**src/rtl/reset_sequencer.sv**
```systemverilog
`default_nettype none
// ============================================================================
// Module   : reset_sequencer
// Purpose  : Releases STAGES reset domains one at a time, lowest index first.
//            Each release waits for the previous domain to report ready and
//            then for a GAP-cycle settling delay. After release, readiness is
//            supervised: a released domain that loses ready causes every
//            domain from it upward to be re-reset and re-sequenced; a domain
//            that fails to come ready within TIMEOUT cycles latches fault.
// Ports    : clk          in   clock, all state changes on posedge
//            reset_in     in   asynchronous active-high reset
//            stage_ready  in   [STAGES] per-domain ready
//            reset_out    out  [STAGES] per-domain reset, active-high
//            stage        out  [STG_W] index of domain being sequenced
//            done         out  all domains released and ready
//            fault        out  sticky timeout flag
// Revision : 1.0 - initial release
// ============================================================================
module reset_sequencer #(
  parameter int STAGES  = 4,
  parameter int GAP     = 3,
  parameter int TIMEOUT = 1023,
  localparam int STG_W  = (STAGES > 1) ? $clog2(STAGES) : 1
) (
  input  logic              clk,
  input  logic              reset_in,
  input  logic [STAGES-1:0] stage_ready,
  output logic [STAGES-1:0] reset_out,
  output logic [STG_W-1:0]  stage,
  output logic              done,
  output logic              fault
);

  localparam int MAXC  = (GAP > TIMEOUT) ? GAP : TIMEOUT;
  localparam int CNT_W = (MAXC > 0) ? $clog2(MAXC + 1) : 1;

  localparam logic [1:0] S_SETTLE = 2'd0;
  localparam logic [1:0] S_WAIT   = 2'd1;
  localparam logic [1:0] S_RUN    = 2'd2;
  localparam logic [1:0] S_FAULT  = 2'd3;

  localparam logic [CNT_W-1:0]  C_GAP     = CNT_W'(GAP);
  localparam logic [CNT_W-1:0]  C_TIMEOUT = CNT_W'(TIMEOUT);
  localparam logic [STG_W-1:0]  C_LAST    = STG_W'(STAGES - 1);
  localparam logic [STAGES-1:0] C_ONES    = {STAGES{1'b1}};

  logic [1:0]        state_q, state_d;
  logic [CNT_W-1:0]  cnt_q, cnt_d;
  logic [STG_W-1:0]  stage_q, stage_d;
  logic [STAGES-1:0] reset_out_q, reset_out_d;
  logic              done_q, done_d;
  logic              fault_q, fault_d;

  // Domains currently considered released for loss-of-ready supervision.
  // The domain being waited on is excluded: its failure to come ready is
  // handled by the timeout, not by re-sequencing. Supervision is off in FAULT.
  logic [STAGES-1:0] released;
  logic              lost_vld;
  logic [STG_W-1:0]  lost_idx;

  for (genvar i = 0; i < STAGES; i++) begin : g_released
    assign released[i] = (state_q == S_RUN) ||
                         (((state_q == S_SETTLE) || (state_q == S_WAIT)) &&
                          (STG_W'(i) < stage_q));
  end

  // Lowest released domain that dropped ready; scanned high-to-low so the
  // final assignment wins with the lowest index.
  always_comb begin
    lost_vld = 1'b0;
    lost_idx = '0;
    for (int i = STAGES - 1; i >= 0; i--) begin
      if (released[i] && !stage_ready[i]) begin
        lost_vld = 1'b1;
        lost_idx = STG_W'(i);
      end
    end
  end

  always_comb begin
    state_d     = state_q;
    cnt_d       = cnt_q;
    stage_d     = stage_q;
    reset_out_d = reset_out_q;
    done_d      = done_q;
    fault_d     = fault_q;

    case (state_q)
      S_SETTLE: begin
        if (cnt_q != '0) begin
          cnt_d = cnt_q - 1'b1;
        end else begin
          reset_out_d[stage_q] = 1'b0;
          cnt_d                = C_TIMEOUT;
          state_d              = S_WAIT;
        end
      end
      S_WAIT: begin
        if (stage_ready[stage_q]) begin
          if (stage_q == C_LAST) begin
            done_d  = 1'b1;
            state_d = S_RUN;
          end else begin
            stage_d = stage_q + 1'b1;
            cnt_d   = C_GAP;
            state_d = S_SETTLE;
          end
        end else if (cnt_q != '0) begin
          cnt_d = cnt_q - 1'b1;
        end else begin
          // Re-reset the stalled domain and everything above it.
          reset_out_d = reset_out_q | (C_ONES << stage_q);
          fault_d     = 1'b1;
          state_d     = S_FAULT;
        end
      end
      default: begin
        // S_RUN and S_FAULT hold their state.
      end
    endcase

    // Loss of ready takes priority over the normal transition above.
    if (lost_vld) begin
      reset_out_d = reset_out_q | (C_ONES << lost_idx);
      stage_d     = lost_idx;
      cnt_d       = C_GAP;
      done_d      = 1'b0;
      state_d     = S_SETTLE;
    end
  end

  always_ff @(posedge clk or posedge reset_in) begin
    if (reset_in) begin
      state_q     <= S_SETTLE;
      cnt_q       <= C_GAP;
      stage_q     <= '0;
      reset_out_q <= C_ONES;
      done_q      <= 1'b0;
      fault_q     <= 1'b0;
    end else begin
      state_q     <= state_d;
      cnt_q       <= cnt_d;
      stage_q     <= stage_d;
      reset_out_q <= reset_out_d;
      done_q      <= done_d;
      fault_q     <= fault_d;
    end
  end

  assign reset_out = reset_out_q;
  assign stage     = stage_q;
  assign done      = done_q;
  assign fault     = fault_q;

endmodule
`default_nettype wire

```
**config.mk**
```make
export PLATFORM = sky130hd
export DESIGN_NAME = reset_sequencer
export DESIGN_NICKNAME = d
export VERILOG_FILES = /design/src/rtl/reset_sequencer.sv
export SDC_FILE = /design/constraint.sdc
export NUM_CORES = 1
export LEC_CHECK = 0
export ABC_AREA = 1
export CAP_MARGIN = 20
export CORE_ASPECT_RATIO = 1.75
export CORE_MARGIN = 4
export CORE_UTILIZATION = 50
export CTS_BUF_LIST = sky130_fd_sc_hd__clkbuf_8
export DETAILED_ROUTE_END_ITERATION = 6
export GPL_TIMING_DRIVEN = 1
export PLACE_DENSITY = 0.73
export SYNTH_ARGS = -nofsm -noshare
export SYNTH_HDL_FRONTEND = slang
export SYNTH_SLANG_ARGS = --single-unit
export TNS_END_PERCENT = 20
```
**constraint.sdc**
```tcl
create_clock -name clk -period 2 [get_ports clk]
set_input_delay 0.6 -clock clk [delete_from_list [all_inputs] [get_ports clk]]
set_output_delay 0.6 -clock clk [all_outputs]
set_load 0.01 [all_outputs]
```
==> impl_metrics.prom <==
# TYPE chip_impl_metric gauge
chip_impl_metric{name="switchingPower",unit="mW"} 1.60
chip_impl_metric{name="slew_headroom",unit=""} 0.731
chip_impl_metric{name="clockBufferDepth",unit=""} 2
chip_impl_metric{name="route.vias.total",unit=""} 1574
chip_impl_metric{name="drt_first_iter_violations",unit=""} 38
chip_impl_metric{name="register_bit_total_from_synthesis",unit=""} 20
chip_impl_metric{name="grt_first_pass_wirelength",unit="mm"} 6.71
chip_impl_metric{name="syn2layout_area_growth",unit="%"} 24.7
chip_impl_metric{name="synth.cell_area",unit="µm²"} 1610
chip_impl_metric{name="setup_viol",unit=""} 0
chip_impl_metric{name="die_x",unit="µm"} 50.9
chip_impl_info{name="root_buffer",value="clkbuf_8"} 1
chip_impl_metric{name="seqPwrFrac",unit=""} 0.245
chip_impl_metric{name="drive_gt1_frac",unit=""} 0.280
chip_impl_metric{name="switching_power_as_a_share_of_total_power",unit=""} 0.485
chip_impl_metric{name="power_per_cell_area",unit="nW/µm²"} 1650
chip_impl_metric{name="overflow",unit=""} 0
chip_impl_metric{name="syn-instance-count",unit=""} 225
chip_impl_metric{name="detailedRoute.firstPassIterationCount",unit=""} 4
chip_impl_metric{name="pin_count",unit=""} 14
chip_impl_metric{name="nets_finish",unit=""} 274
chip_impl_metric{name="first_global_vias",unit=""} 1557
chip_impl_metric{name="arrival",unit="ns"} 1.38
chip_impl_metric{name="power_frac_comb",unit=""} 0.660
chip_impl_metric{name="post-route-min-period",unit="ns"} 1.98
chip_impl_metric{name="report.final.slew_viol_count",unit=""} 0
chip_impl_metric{name="maxCapViolCount",unit=""} 0
chip_impl_info{name="list_of_cells_traversed_by_the_critical_path",value="buf_4 -> clkdlybuf4s50_1"} 1
chip_impl_metric{name="clkPwrFrac",unit=""} 0.095
chip_impl_metric{name="die-area",unit="µm²"} 4230
chip_impl_metric{name="ys_seq_area_frac",unit=""} 0.315
chip_impl_metric{name="route.antenna.remaining_nets",unit=""} 0
chip_impl_metric{name="pin_count_of_the_biggest_net_entering_global_routing",unit=""} 21
chip_impl_metric{name="drt_drc",unit=""} 0
chip_impl_metric{name="antenna_cells",unit=""} 0
chip_impl_metric{name="number_of_cell_rows",unit=""} 27
chip_impl_metric{name="fin_setup_tns",unit="ns"} 0
chip_impl_metric{name="synth.net_count",unit=""} 237
chip_impl_metric{name="start_util",unit=""} 0.518
chip_impl_metric{name="final_hold_viol_count",unit=""} 0
chip_impl_metric{name="dieHeight",unit="µm"} 83.1
chip_impl_metric{name="insertion_delay",unit="ns"} 0.26
chip_impl_metric{name="drt_total_wl",unit="mm"} 3.98
chip_impl_info{name="timing_worst_setup_path_type",value="register to output pin"} 1
chip_impl_info{name="synth_area_leader_cell",value="dfrtp_1"} 1
chip_impl_metric{name="finalCoreUtilization",unit=""} 0.646
chip_impl_metric{name="hpwl",unit="mm"} 2.89
chip_impl_info{name="yosys-top-cells-area",value="dfrtp_1, nand2_1, dfstp_2, inv_1, nor2_1"} 1
chip_impl_metric{name="fillerInstances",unit=""} 298
chip_impl_metric{name="grt_antenna_before_repair",unit=""} 0
chip_impl_metric{name="path_clk_slew",unit="ns"} 0.08
chip_impl_metric{name="cp_slowest_stage_delay",unit="ns"} 0.54
chip_impl_metric{name="clock_skew",unit="ns"} 0.00164
chip_impl_metric{name="via_per_inst",unit=""} 5.18
chip_impl_metric{name="p_leak",unit="nW"} 1.07
chip_impl_metric{name="gp_routability_congestion",unit=""} 0.914
chip_impl_metric{name="post_dp_cell_area",unit="µm²"} 1890
chip_impl_metric{name="wl_per_cell",unit="µm"} 13.1
chip_impl_metric{name="ys_types",unit=""} 30
chip_impl_metric{name="synth_top_cell_area_share",unit=""} 0.218
chip_impl_metric{name="clock_sinks",unit=""} 20
chip_impl_info{name="critical_path.endpoint_type",value="output pin"} 1
chip_impl_info{name="worstSetupStartpointType",value="register"} 1
chip_impl_metric{name="p_int",unit="mW"} 1.71
chip_impl_metric{name="io_buffers",unit=""} 13
chip_impl_info{name="min-delay-path-class",value="register to register"} 1
chip_impl_metric{name="tritoncts.num_buffers",unit=""} 3
chip_impl_metric{name="grtUsageTotal",unit=""} 0.198
chip_impl_metric{name="final_min_period_over_clock_period",unit=""} 0.989
chip_impl_metric{name="worst-path-max-fanout",unit=""} 7
chip_impl_metric{name="ctsHtreeMaxLevel",unit=""} 1
chip_impl_metric{name="post-route-cell-area",unit="µm²"} 2010
chip_impl_metric{name="placeableCoreArea",unit="µm²"} 3110
chip_impl_info{name="crit_slowest_cell",value="clkdlybuf4s50_1"} 1
chip_impl_metric{name="hold_buffers",unit=""} 0
chip_impl_metric{name="vdd_ir_drop_max",unit="V"} 0.00105
chip_impl_metric{name="ys.warnings.count",unit=""} 0
chip_impl_info{name="tritoncts",value="done"} 1
chip_impl_metric{name="achievable-frequency",unit="MHz"} 505
chip_impl_metric{name="worst_path_required",unit="ns"} 1.40
chip_impl_metric{name="total_power",unit="mW"} 3.31
chip_impl_metric{name="synth_area_per_cell",unit="µm²"} 7.16
chip_impl_metric{name="transition_at_the_pin_with_the_smallest_max_transition_slack",unit="ns"} 0.404
chip_impl_info{name="outcome",value="complete, no violations"} 1
==> area by class of cell <==
type	count	area (µm²)	area share
inverter	28	108	0.0536
clock buffer	4	55.1	0.0274
sequential	20	509	0.254
timing repair buffer	33	285	0.142
multi-input combinational	176	997	0.497
tap	43	53.8	0.0268
==> metrics by stage <==
step,cells,worst slack (ns),hold WS [ns]
after floorplan,225,0.253,0.452
after global placement,297,-0.204,0.446
after detailed placement,297,-0.189,0.461
after CTS,301,0.0233,0.474
after global routing,304,-0.0756,0.496
final,304,0.0212,0.473
==> kinds of logic after synthesis <==
kind of cell,Yosys count,synth area share
XOR/XNOR,3,0.0163
AND/OR/NAND/NOR,142,0.439
buffers and inverters,31,0.0932
AO/OA/AOI/OAI,23,0.0894
flip-flops,20,0.315
adder cells (fa/ha/maj),6,0.0466
==> path summary, 6_finish.rpt <==
path	startpoint	to	slack (ns)	cells past startpoint
setup / recovery	stage[0]$_DFFE_PP0P_	stage[0]	0.02	2
hold / removal	cnt_q[0]$_DFFE_PP1P_	cnt_q[0]$_DFFE_PP1P_	0.47	2
setup reg to reg	cnt_q[0]$_DFFE_PP1P_	cnt_q[5]$_DFFE_PP0P_	0.14	11
hold reg to reg	cnt_q[0]$_DFFE_PP1P_	cnt_q[0]$_DFFE_PP1P_	0.47	2
max in group asynchronous	reset_in	reset_out[3]$_DFFE_PP1P_	1.06	3
min in group asynchronous	reset_in	state_q[0]$_DFFE_PP0P_	0.67	3
==> cell usage in the layout, fill, tap and decap left out, types with 2 or more instances in the layout <==
cell type | Yosys | layout
nand2_1 | 71 | 71
inv_1 | 23 | 22
clkbuf_8 | 0 | 4
o211ai_1 | 3 | 3
xor2_1 | 2 | 2
buf_4 | 0 | 20
nand2_2 | 10 | 9
clkdlybuf4s50_1 | 0 | 11
nor2_2 | 2 | 3
o21ai_0 | 8 | 7
o21ai_2 | 5 | 5
nor3_1 | 3 | 3
inv_2 | 4 | 5
nand3_2 | 7 | 7
dfstp_2 | 6 | 6
nor2_1 | 23 | 22
nand3_1 | 16 | 16
nand3_4 | 1 | 3
nand2_4 | 3 | 4
o21ai_1 | 4 | 5
dlymetal6s2s_1 | 0 | 2
dfrtp_1 | 14 | 13
ha_1 | 6 | 5
a21oi_1 | 2 | 2
nor2_4 | 2 | 2
==> cell usage after synthesis <==
cell	instances
a21oi_1	2
buf_12	1
buf_6	2
dfrtp_1	14
dfstp_2	6
ha_1	6
inv_1	23
inv_2	4
inv_4	1
nand2_1	71
nand2_2	10
nand2_4	3
nand3_1	16
nand3_2	7
nand3_4	1
nand3b_1	1
nand4_1	1
nor2_1	23
nor2_2	2
nor2_4	2
nor2_8	1
nor3_1	3
o211ai_1	3
o21ai_0	8
o21ai_1	4
o21ai_2	5
o21bai_1	1
or2_2	1
xnor2_1	1
xor2_1	2
==> registers in the layout, summed over array words and instances (netlist names), named ones only <==
name / flops
done: 1
reset_out: 3
state_q: 2
stage: 2
fault: 1
cnt_q: 10
==> what timing repair did <==
action | in CTS | in global routing
pin swaps | 0 | 2
buffers inserted | 0 | 1
gates cloned | 0 | 2
gates resized for setup | 1 | 9
endpoints found under the setup margin | 1 | 14
==> power groups by stage <==
| stage | clock network, mW | logic, mW | registers (mW) |
|---|---|---|---|
| 5_1_grt | 0.328 | 2.50 | 0.832 |
| 3_3_place_gp | 0 | 2.08 | 0.811 |
| 6_report | 0.316 | 2.18 | 0.809 |
| 2_1_floorplan | 0 | 1.47 | 0.796 |
| 4_1_cts | 0.318 | 2.12 | 0.807 |
| 3_5_place_dp | 0 | 2.09 | 0.810 |
==> layer usage <==
metal	up-vias	wire length, µm	GRT usage
met1	745	1570	0.225
met5	-	0	0
li1	785	-	-
met4	0	140	0.0833
met3	12	110	0.0287
met2	32	2160	0.354
==> worst max-delay path, delay by kind of cell (launching register included) <==
kind | cells | cell delay (ns)
buffers and inverters | 2 | 0.72
DFF | 1 | 0.39
(Power assumes the default switching activity.)
